==> src/rtl/curtain_pkg.sv <==
// Shared types and constants for the curtain stepper controller.
package curtain_pkg;

  typedef enum logic [2:0] {
    ST_IDLE    = 3'b001,
    ST_OPENING = 3'b010,
    ST_CLOSING = 3'b100
  } state_e;

  // Phase index to unipolar coil drive A,B,C,D.
  localparam logic [3:0] COIL_TAB [4] = '{4'b0001, 4'b0010, 4'b0100, 4'b1000};

  localparam int unsigned STEP_DIV_DEF  = 8000;
  localparam int unsigned POS_MAX_DEF   = 2048;
  localparam int unsigned TH_BRIGHT_DEF = 180;
  localparam int unsigned TH_DARK_DEF   = 80;
  localparam int unsigned POS_W_DEF     = 12;

endpackage

==> src/rtl/step_tick_gen.sv <==
// Step-rate divider: one-cycle tick every STEP_DIV cycles while enabled.
module step_tick_gen #(
  parameter int unsigned STEP_DIV = 8000
) (
  input  logic clk8m,
  input  logic rst,
  input  logic en,
  output logic tick
);

  localparam int unsigned CNT_W = (STEP_DIV > 1) ? $clog2(STEP_DIV) : 1;
  localparam logic [CNT_W-1:0] CNT_LAST = CNT_W'(STEP_DIV - 1);

  logic [CNT_W-1:0] r_cnt;

  assign tick = en && (r_cnt == CNT_LAST);

  always_ff @(posedge clk8m or posedge rst) begin
    if (rst) begin
      r_cnt <= '0;
    end else if (!en || tick) begin
      r_cnt <= '0;
    end else begin
      r_cnt <= r_cnt + CNT_W'(1);
    end
  end

endmodule

==> src/rtl/curtain_stepper_ctrl.sv <==
// Curtain stepper controller: light-driven auto mode with hysteresis,
// manual override, position tracking, travel-end and limit-switch stops.
module curtain_stepper_ctrl
  import curtain_pkg::*;
#(
  parameter int unsigned STEP_DIV  = STEP_DIV_DEF,
  parameter int unsigned POS_MAX   = POS_MAX_DEF,
  parameter int unsigned TH_BRIGHT = TH_BRIGHT_DEF,
  parameter int unsigned TH_DARK   = TH_DARK_DEF,
  parameter int unsigned POS_W     = POS_W_DEF
) (
  input  logic             clk8m,
  input  logic             rst,
  input  logic [7:0]       light_level,
  input  logic             light_vld,
  input  logic             auto_en,
  input  logic             btn_open,
  input  logic             btn_close,
  input  logic             lim_open,
  input  logic             lim_closed,
  output logic [3:0]       coil,
  output logic             busy,
  output logic             dir,
  output logic [POS_W-1:0] pos
);

  localparam logic [POS_W-1:0] P_MAX     = POS_W'(POS_MAX);
  localparam logic [POS_W-1:0] P_ONE     = POS_W'(1);
  localparam logic [7:0]       LV_BRIGHT = 8'(TH_BRIGHT);
  localparam logic [7:0]       LV_DARK   = 8'(TH_DARK);

  state_e           r_state;
  logic [1:0]       r_phase;
  logic [3:0]       r_coil;
  logic             r_busy;
  logic             r_dir;
  logic [POS_W-1:0] r_pos;

  logic w_moving;
  logic w_tick;
  logic w_btn;
  logic w_req_close;
  logic w_req_open;

  assign w_moving = (r_state != ST_IDLE);

  step_tick_gen #(
    .STEP_DIV (STEP_DIV)
  ) u_step_tick_gen (
    .clk8m (clk8m),
    .rst   (rst),
    .en    (w_moving),
    .tick  (w_tick)
  );

  // Any button press masks the light sample; both buttons together request nothing.
  assign w_btn       = btn_open | btn_close;
  assign w_req_close = w_btn ? (btn_close & ~btn_open)
                             : (auto_en & light_vld & (light_level >= LV_BRIGHT));
  assign w_req_open  = w_btn ? (btn_open & ~btn_close)
                             : (auto_en & light_vld & (light_level <= LV_DARK));

  always_ff @(posedge clk8m or posedge rst) begin
    if (rst) begin
      r_state <= ST_IDLE;
      r_phase <= 2'd0;
      r_coil  <= 4'b0000;
      r_busy  <= 1'b0;
      r_dir   <= 1'b0;
      r_pos   <= '0;
    end else begin
      case (r_state)
        ST_IDLE: begin
          if (w_req_close && (r_pos != P_MAX) && !lim_closed) begin
            r_state <= ST_CLOSING;
            r_dir   <= 1'b1;
            r_busy  <= 1'b1;
            r_coil  <= COIL_TAB[r_phase];
          end else if (w_req_open && (r_pos != '0) && !lim_open) begin
            r_state <= ST_OPENING;
            r_dir   <= 1'b0;
            r_busy  <= 1'b1;
            r_coil  <= COIL_TAB[r_phase];
          end
        end

        ST_CLOSING: begin
          if (lim_closed) begin
            r_pos   <= P_MAX;
            r_state <= ST_IDLE;
            r_busy  <= 1'b0;
            r_coil  <= 4'b0000;
          end else begin
            if (w_tick) begin
              r_phase <= r_phase + 2'd1;
              r_pos   <= r_pos + P_ONE;
              r_coil  <= COIL_TAB[r_phase + 2'd1];
            end
            // Later assignments override the coil update above when stopping.
            if (w_btn || (w_tick && (r_pos == P_MAX - P_ONE))) begin
              r_state <= ST_IDLE;
              r_busy  <= 1'b0;
              r_coil  <= 4'b0000;
            end
          end
        end

        ST_OPENING: begin
          if (lim_open) begin
            r_pos   <= '0;
            r_state <= ST_IDLE;
            r_busy  <= 1'b0;
            r_coil  <= 4'b0000;
          end else begin
            if (w_tick) begin
              r_phase <= r_phase - 2'd1;
              r_pos   <= r_pos - P_ONE;
              r_coil  <= COIL_TAB[r_phase - 2'd1];
            end
            if (w_btn || (w_tick && (r_pos == P_ONE))) begin
              r_state <= ST_IDLE;
              r_busy  <= 1'b0;
              r_coil  <= 4'b0000;
            end
          end
        end

        default: begin
          r_state <= ST_IDLE;
          r_busy  <= 1'b0;
          r_coil  <= 4'b0000;
        end
      endcase
    end
  end

  assign coil = r_coil;
  assign busy = r_busy;
  assign dir  = r_dir;
  assign pos  = r_pos;

endmodule

==> config.mk <==
export PLATFORM = sky130hd
export DESIGN_NAME = curtain_stepper_ctrl
export DESIGN_NICKNAME = d
export VERILOG_FILES = /design/src/rtl/curtain_pkg.sv /design/src/rtl/step_tick_gen.sv /design/src/rtl/curtain_stepper_ctrl.sv
export SDC_FILE = /design/constraint.sdc
export NUM_CORES = 1
export LEC_CHECK = 0
export ABC_AREA = 0
export BUFFER_PORTS_ARGS = -buffer_cell sky130_fd_sc_hd__buf_2
export CORE_ASPECT_RATIO = 1.25
export CORE_UTILIZATION = 39
export DETAILED_ROUTE_END_ITERATION = 8
export GPL_TIMING_DRIVEN = 0
export SLEW_MARGIN = 20
export SYNTH_ARGS = -nofsm -noshare
export SYNTH_HDL_FRONTEND = slang
export SYNTH_SLANG_ARGS = --single-unit
==> constraint.sdc <==
create_clock -name clk8m -period 3.2 [get_ports clk8m]
set_input_delay 0.32 -clock clk8m [delete_from_list [all_inputs] [get_ports clk8m]]
set_output_delay 0.32 -clock clk8m [all_outputs]
set_load 0.05 [all_outputs]
======== Yosys cells after proc, flatten, opt, wreduce, memory -nomap -nowiden ========
Cells that the tools add are included.
word-level totals
  memories ................................ 0
  output and inout bits ................... 18
  logic and storage cells ................. 115
  RAM bits ................................ 0
  bits of input ports ..................... 16
  bits in registers ....................... 36
  ROM bits ................................ 0
  latch bits .............................. 0
cells by class
  bitwise gates (word level) .............. 11
  multiplexer cells ....................... 47
  shift-type cells ........................ 0
  reductions and logical operators ........ 21
  multipliers ............................. 0
  $add $sub $neg .......................... 5
  order comparisons ....................... 5
  eq/ne operators ......................... 19
  divide/modulo/power cells ............... 0
operators with widths
  operator                                                                number
  4-bit 2-to-1 mux                                                        14
  12-bit 2-to-1 mux                                                       4
  4-bit binary-select mux with 2-bit select                               3
  12-bit case mux with 2 select lines                                     1
  3-bit 2-to-1 mux                                                        6
  13-bit by 1-bit adder with 13-bit output (second input constant)        1
  13-bit == test (second input constant)                                  1
  13-bit 2-to-1 mux                                                       1
  12-bit by 1-bit adder with 12-bit output (second input constant)        1
  12-bit by 1-bit == test with 1-bit output (second input constant)       1
  12-bit by 11-bit == test with 1-bit output (second input constant)      1
  12-bit inequality test (second input constant)                          1
  4-bit case mux with 3 select lines                                      1
  12-bit nonzero test                                                     1
  12-bit by 1-bit subtractor with 12-bit output (second input constant)   1
  1-bit 2-to-1 mux                                                        10
  3-bit greater-or-equal comparator (second input constant)               3
  3-bit inequality test (second input constant)                           3
  2-bit inverter with 3-bit output                                        3
  3-bit case mux with 3 select lines                                      1
  3-bit AND reduction                                                     3
  8-bit greater-or-equal comparator (second input constant)               1
  8-bit by 7-bit <= comparator with 1-bit output (second input constant)  1
  2-bit 2-to-1 mux                                                        4
  21 further kinds                                                        41

======== Longest topological paths before layout ========
  word-level depth ........................ 9
  mapped depth ............................ 8
  mapped depth without buffers ............ 8

======== Cells and area by module ========
From an unflattened synthesis, not the netlist that was laid out.
unflattened totals
  cell total of the unflattened synthesis .. 246
  area, all modules ....................... 2268.4 um^2
by module, submodules not included
  module                area each (um^2)  cells each  sequential area each (um^2)  instances
  curtain_stepper_ctrl  1586.5            179         576.8                        1
  step_tick_gen         681.9             67          325.3                        1

======== Worst setup path before layout ========
OpenSTA, ideal clock, no wires.
  path type ............................... reg2reg
  from .................................... register r_pos[1], in the netlist pos[1]
  to ...................................... register r_coil[0], in the netlist coil[0]
  data required time ...................... 3.075 ns
  cell stages (with the launch flop) ...... 9
  path buffers ............................ 0
  clock period less this slack ............ 2.526 ns
  path slack .............................. 0.674 ns
  library setup time ...................... 0.125 ns
  arrival time ............................ 2.401 ns
  cell sequence ........................... dfrtp_1 inv_1 ha_1 or4b_2 nor4_4 a21oi_2 o2bb2ai_2 a21oi_2 mux2_2
between the ends
  cells in the longest elaborated chain, start to end .. 6
  elaborated cells on any way between the ends .. 22
  classes of those cells .................. 6 x eq/ne; 6 x mux; 10 x reduce/logical
RTL lines
  what                                                                                                            RTL line                                                  RTL
  start: declaration                                                                                              curtain_stepper_ctrl.sv:37                                logic [POS_W-1:0] r_pos;
  start signal: assignment                                                                                        curtain_stepper_ctrl.sv:96                                r_pos <= r_pos + P_ONE;
  start signal: assignment                                                                                        curtain_stepper_ctrl.sv:117                               r_pos <= r_pos - P_ONE;
  12-bit by 1-bit == test with 1-bit output / 12-bit by 11-bit == test with 1-bit output (equally long branches)  curtain_stepper_ctrl.sv:120, curtain_stepper_ctrl.sv:100
  1-bit logical AND, on equally long branches                                                                     curtain_stepper_ctrl.sv:120, curtain_stepper_ctrl.sv:100
  1-bit logical OR, on equally long branches                                                                      curtain_stepper_ctrl.sv:120, curtain_stepper_ctrl.sv:100
  4-bit 2-to-1 mux, on equally long branches                                                                      curtain_stepper_ctrl.sv:120, curtain_stepper_ctrl.sv:100
  4-bit 2-to-1 mux, on equally long branches                                                                      curtain_stepper_ctrl.sv:109, curtain_stepper_ctrl.sv:88
  4-bit case mux with 3 select lines                                                                              curtain_stepper_ctrl.sv:72                                case (r_state)
  end signal: assignment                                                                                          curtain_stepper_ctrl.sv:78                                r_coil <= COIL_TAB[r_phase];
  end signal: assignment                                                                                          curtain_stepper_ctrl.sv:83                                r_coil <= COIL_TAB[r_phase];
  end signal: assignment                                                                                          curtain_stepper_ctrl.sv:118                               r_coil <= COIL_TAB[r_phase - 2'd1];
  end: declaration                                                                                                curtain_stepper_ctrl.sv:34                                logic [3:0] r_coil;
Parallel ways exist; a longest one is shown, timed or not.
A chain may end at the register's enable or synchronous reset.

======== Final worst setup path ========
  from .................................... register r_pos[1], in the netlist pos[1]
  to ...................................... register r_coil[3], in the netlist coil[3]
The elaborated chain is that of the path after synthesis.

==> flow_summary.html <==
<table>
<tr><th>Metric</th><th>Value</th></tr>
<tr><th colspan="2">Clock network</th></tr>
<tr><td>Number of instances resized during post-cts repair</td><td>0</td></tr>
<tr><td>Clk Latency, worst-skew pair</td><td>0.30 ns</td></tr>
<tr><td>Hold bufs inserted after CTS</td><td>1</td></tr>
<tr><td>Number of levels the H-tree was split into</td><td>2</td></tr>
<tr><td>CTS buffer count</td><td>5</td></tr>
<tr><td>Clock-pin slew reported for the worst setup and hold paths after clock tree synthesis</td><td>0.08 ns</td></tr>
<tr><td>CTS tree</td><td>yes</td></tr>
<tr><td>Number of setup buffers added after CTS</td><td>0</td></tr>
<tr><td>Buffer type at the clock tree root</td><td>sky130_fd_sc_hd__clkbuf_8</td></tr>
<tr><td>Buffer levels on the longest clock path</td><td>2</td></tr>
<tr><td>Number of clock sinks seen by CTS</td><td>36</td></tr>
<tr><th colspan="2">Timing</th></tr>
<tr><td>Slew Viols, Final</td><td>0</td></tr>
<tr><td>Post-layout minimum cycle time</td><td>2.53 ns</td></tr>
<tr><td>Number of endpoints with negative hold slack in the final report</td><td>0</td></tr>
<tr><td>Final setup viols</td><td>0</td></tr>
<tr><td>Maximum clock rate</td><td>395 MHz</td></tr>
<tr><td>Pin slew with the least headroom to its limit</td><td>0.609 ns</td></tr>
<tr><td>Final worst-path cycle share</td><td>79.1%</td></tr>
<tr><td>Setup tns final</td><td>0 ns</td></tr>
<tr><td>Remaining max-slew budget at the tightest pin</td><td>59.2%</td></tr>
<tr><td>Setup repair after global routing missed its margin</td><td>no</td></tr>
<tr><td>Clock tree skew after final layout</td><td>0.00746 ns</td></tr>
<tr><td>Smallest setup slack after layout</td><td>0.668 ns</td></tr>
<tr><th colspan="2">Setup path</th></tr>
<tr><td>Worst Setup End Kind</td><td>flop</td></tr>
<tr><td>Category of cells accounting for the largest share of critical-path delay</td><td>simple AND/OR/NAND/NOR gates</td></tr>
<tr><td>Standard cell with the maximum stage delay on the critical path</td><td>sky130_fd_sc_hd__or4b_2</td></tr>
<tr><td>Crit path kind</td><td>reg2reg</td></tr>
<tr><td>Worst EP required</td><td>3.38 ns</td></tr>
<tr><td>Number of buffer and inverter stages on the critical path</td><td>1</td></tr>
<tr><td>Critical path peak fanout</td><td>7</td></tr>
<tr><td>Slowest cell delay on critical path</td><td>0.68 ns</td></tr>
<tr><td>CP startpoint kind</td><td>flop</td></tr>
<tr><td>Worst endpoint data arrival time</td><td>2.71 ns</td></tr>
<tr><td>Most numerous cell on the critical path</td><td>sky130_fd_sc_hd__a21oi_2</td></tr>
<tr><td>Critical Path, Cell by Cell</td><td>inv_1 -&gt; ha_1 -&gt; or4b_2 -&gt; nor4_4 -&gt; a21oi_2 -&gt; o2bb2ai_2 -&gt; a21oi_2 -&gt; mux2_2</td></tr>
<tr><th colspan="2">Final layout</th></tr>
<tr><td>Nets</td><td>334</td></tr>
<tr><td>Finished Cell Area</td><td>2770 µm²</td></tr>
<tr><td>Share of layout cells above drive strength 1</td><td>21.1%</td></tr>
<tr><td>Multi-input gate area in the final layout</td><td>1380 µm²</td></tr>
<tr><td>Fin cells</td><td>374</td></tr>
<tr><td>Area overhead of the layout relative to synthesis</td><td>16.8%</td></tr>
<tr><td>Filler Cell Count</td><td>585</td></tr>
<tr><td>Number of antenna repair diodes</td><td>0</td></tr>
<tr><td>Register cell area after layout</td><td>902 µm²</td></tr>
<tr><th colspan="2">Placed design</th></tr>
<tr><td>Count of placed standard cells including taps</td><td>365</td></tr>
<tr><td>Global placer's final weighted congestion</td><td>0.911</td></tr>
<tr><td>Post-placement setup slack</td><td>0.662 ns</td></tr>
<tr><td>DP Area</td><td>2640 µm²</td></tr>
<tr><td>Port Buffers</td><td>32</td></tr>
<tr><td>DP HPWL</td><td>4200 µm</td></tr>
<tr><th colspan="2">Die</th></tr>
<tr><td>Die Width</td><td>71.8 µm</td></tr>
<tr><td>Ports</td><td>34</td></tr>
<tr><td>Placement row count</td><td>31</td></tr>
<tr><td>Total Die Area</td><td>6400 µm²</td></tr>
<tr><td>Initial Utilization</td><td>40.8%</td></tr>
<tr><td>Die Height</td><td>89.2 µm</td></tr>
<tr><td>Core Footprint</td><td>5820 µm²</td></tr>
<tr><th colspan="2">Global routing</th></tr>
<tr><td>Overall routing resource usage</td><td>20.0%</td></tr>
<tr><td>Antenna violations before repair</td><td>0</td></tr>
<tr><td>Vias in the first global route</td><td>2128</td></tr>
<tr><td>Pin count of the biggest net entering global routing</td><td>25</td></tr>
<tr><td>GRT overflow</td><td>0</td></tr>
<tr><td>Wire length of the first global-routing pass</td><td>10000 µm</td></tr>
<tr><th colspan="2">Power</th></tr>
<tr><td>Worst supply voltage drop on vdd</td><td>0.000386 V</td></tr>
<tr><td>Leakage component of the power</td><td>1.26 nW</td></tr>
<tr><td>Overall power after layout</td><td>1.71 mW</td></tr>
<tr><td>Power per cell area</td><td>618 nW/µm²</td></tr>
<tr><th colspan="2">Routing</th></tr>
<tr><td>Violation count after the first detailed-route iteration</td><td>92</td></tr>
<tr><td>Remaining DRCs</td><td>0</td></tr>
<tr><td>Number of nets with antenna violations after detailed routing</td><td>0</td></tr>
<tr><td>Drt via density</td><td>5.66</td></tr>
<tr><td>Post-Route WL</td><td>5580 µm</td></tr>
<tr><td>Routed length per placed instance</td><td>14.9 µm</td></tr>
<tr><td>Count of TritonRoute iterations in the first routing pass</td><td>4</td></tr>
<tr><td>Routed vias</td><td>2116</td></tr>
<tr><th colspan="2">Outcome</th></tr>
<tr><td>Result of the run</td><td>complete, no violations</td></tr>
<tr><th colspan="2">Hold path</th></tr>
<tr><td>Class of the tightest hold or removal check</td><td>reg2reg</td></tr>
<tr><th colspan="2">Synth</th></tr>
<tr><td>Mapped Nets</td><td>293</td></tr>
<tr><td>Portion of synthesized cell area occupied by the leading cell type</td><td>36.9%</td></tr>
<tr><td>Top area cells in the synthesized netlist</td><td>sky130_fd_sc_hd__dfrtp_1, sky130_fd_sc_hd__ha_1, sky130_fd_sc_hd__nor2_1</td></tr>
<tr><td>Share of async-settable or async-resettable flops after synthesis</td><td>100%</td></tr>
<tr><td>Mean area per synthesized cell</td><td>8.92 µm²</td></tr>
<tr><td>Yosys cell types</td><td>55</td></tr>
<tr><td>Number of enable flip-flop cells after synthesis</td><td>0</td></tr>
<tr><td>Gate count after technology mapping</td><td>266</td></tr>
<tr><td>Sequential share of the synthesized area</td><td>38.0%</td></tr>
<tr><td>Area leader, netlist</td><td>sky130_fd_sc_hd__dfrtp_1</td></tr>
<tr><td>Number of warnings reported in the yosys synthesis log</td><td>0</td></tr>
<tr><td>Synthesized flop and latch total</td><td>36</td></tr>
<tr><td>Post-synth design cell area</td><td>2370 µm²</td></tr>
<tr><td>Post-synth top flop</td><td>sky130_fd_sc_hd__dfrtp_1</td></tr>
<tr><th colspan="2">Flow run</th></tr>
<tr><td>Max-capacitance violation count</td><td>0</td></tr>
</table>
routing by layer:
layer	up-vias	GRT usage [%]	share of wire, %
met5	-	0	0
met4	0	7.84	1.3
met3	7	3.95	2.9
met2	37	35.8	51
met1	1021	23.5	44
li1	1051	-	-
sequential cells by signal, summed over array words and instances (netlist names):
name	flops
coil	4
u_step_tick_gen.r_cnt	13
dir	1
busy	1
r_phase	2
r_state	3
pos	12
report_power, final:
| part | switching [mW] | internal, mW |
|---|---|---|
| Sequential | 0.0824 | 0.524 |
| Combinational | 0.443 | 0.221 |
| Clock | 0.169 | 0.275 |
| Total | 0.695 | 1.02 |
worst reg2reg max path, stage by stage, from the launching register on:
cell                        delay [ns]
sky130_fd_sc_hd__dfrtp_1          0.46
sky130_fd_sc_hd__inv_1            0.15
sky130_fd_sc_hd__ha_1             0.17
sky130_fd_sc_hd__or4b_2           0.68
sky130_fd_sc_hd__nor4_4           0.25
sky130_fd_sc_hd__a21oi_2          0.06
sky130_fd_sc_hd__o2bb2ai_2        0.22
sky130_fd_sc_hd__a21oi_2          0.14
sky130_fd_sc_hd__mux2_2           0.30
through the flow:
stage | hold WS, ns | util, %
6_report | 0.505 | 47.7
5_1_grt | 0.533 | 47.7
4_1_cts | 0.511 | 47.7
3_5_place_dp | 0.289 | 45.3
3_3_place_gp | 0.481 | 45.0
2_1_floorplan | 0.455 | -
cells in the final DEF, fill, tap and decap left out, types with 2 or more instances in the layout:
cell	count
sky130_fd_sc_hd__a311oi_1	2
sky130_fd_sc_hd__xnor2_1	8
sky130_fd_sc_hd__nor3b_1	2
sky130_fd_sc_hd__and2_1	2
sky130_fd_sc_hd__nand2b_1	3
sky130_fd_sc_hd__a21o_1	2
sky130_fd_sc_hd__dfrtp_1	35
sky130_fd_sc_hd__clkbuf_8	7
sky130_fd_sc_hd__a22o_1	2
sky130_fd_sc_hd__ha_1	11
sky130_fd_sc_hd__clkbuf_1	7
sky130_fd_sc_hd__nor4_1	6
sky130_fd_sc_hd__nand4_1	4
sky130_fd_sc_hd__nand2_1	24
sky130_fd_sc_hd__o21ai_0	20
sky130_fd_sc_hd__and3_1	2
sky130_fd_sc_hd__mux2_2	4
sky130_fd_sc_hd__inv_1	8
sky130_fd_sc_hd__a31oi_1	7
sky130_fd_sc_hd__nor2b_1	5
sky130_fd_sc_hd__a21oi_2	2
sky130_fd_sc_hd__a22oi_1	6
sky130_fd_sc_hd__nor4_4	2
sky130_fd_sc_hd__xor2_1	5
sky130_fd_sc_hd__nand3_1	10
sky130_fd_sc_hd__or3b_2	3
sky130_fd_sc_hd__buf_2	34
sky130_fd_sc_hd__or2_2	2
sky130_fd_sc_hd__nor2_1	31
sky130_fd_sc_hd__nor3_1	9
sky130_fd_sc_hd__a21oi_1	6
sky130_fd_sc_hd__o31ai_1	9
kinds of logic after synthesis:
kind of cell | count (synthesis) | share of synthesized area, %
buffers and inverters | 20 | 3.74
adders and majority gates | 11 | 5.80
AOI/OAI and AO/OA | 66 | 19.0
DFF | 36 | 38.0
and+or+nand+nor | 116 | 26.8
muxes | 4 | 1.90
xor gates and xnor gates | 13 | 4.80
Yosys cell counts, types with 2 or more instances:
master,count
sky130_fd_sc_hd__a31oi_1,7
sky130_fd_sc_hd__a311oi_1,2
sky130_fd_sc_hd__inv_1,9
sky130_fd_sc_hd__a21oi_2,2
sky130_fd_sc_hd__xnor2_1,8
sky130_fd_sc_hd__nor4_4,2
sky130_fd_sc_hd__a22o_1,2
sky130_fd_sc_hd__a22oi_1,6
sky130_fd_sc_hd__and3_1,2
sky130_fd_sc_hd__or3b_2,3
sky130_fd_sc_hd__nand3_1,10
sky130_fd_sc_hd__nand2_1,24
sky130_fd_sc_hd__xor2_1,5
sky130_fd_sc_hd__nand2b_1,3
sky130_fd_sc_hd__or2_2,2
sky130_fd_sc_hd__nor2b_1,5
sky130_fd_sc_hd__nor3_1,9
sky130_fd_sc_hd__and2_1,2
sky130_fd_sc_hd__a21o_1,2
sky130_fd_sc_hd__buf_2,2
sky130_fd_sc_hd__mux2_2,4
sky130_fd_sc_hd__nor4_1,6
sky130_fd_sc_hd__o21ai_0,20
sky130_fd_sc_hd__clkbuf_1,7
sky130_fd_sc_hd__dfrtp_1,35
sky130_fd_sc_hd__nor2_1,31
sky130_fd_sc_hd__nor3b_1,2
sky130_fd_sc_hd__o31ai_1,9
sky130_fd_sc_hd__a21oi_1,6
sky130_fd_sc_hd__ha_1,11
sky130_fd_sc_hd__nand4_1,4
final cells by class:
type / count / area share [%]
Tap cell: 66 / 2.98
Multi-Input combinational cell: 210 / 49.9
Clock inverter: 1 / 1.08
Clock buffer: 7 / 3.47
Sequential cell: 36 / 32.5
Timing Repair Buffer: 34 / 6.86
Inverter: 9 / 1.22
Buffer: 11 / 1.99
final timing paths:
check / start / end / slack [ns] / cells past startpoint
setup / recovery: pos[1] / coil[3] / 0.67 / 8
hold / removal: coil[3] / coil[3] / 0.50 / 1
setup reg to reg: pos[1] / coil[3] / 0.67 / 8
hold reg to reg: coil[3] / coil[3] / 0.50 / 1
max in group asynchronous: rst / r_state[0] / 2.18 / 4
min in group asynchronous: rst / pos[8] / 0.51 / 3
Power figures use the tool's default switching activity.
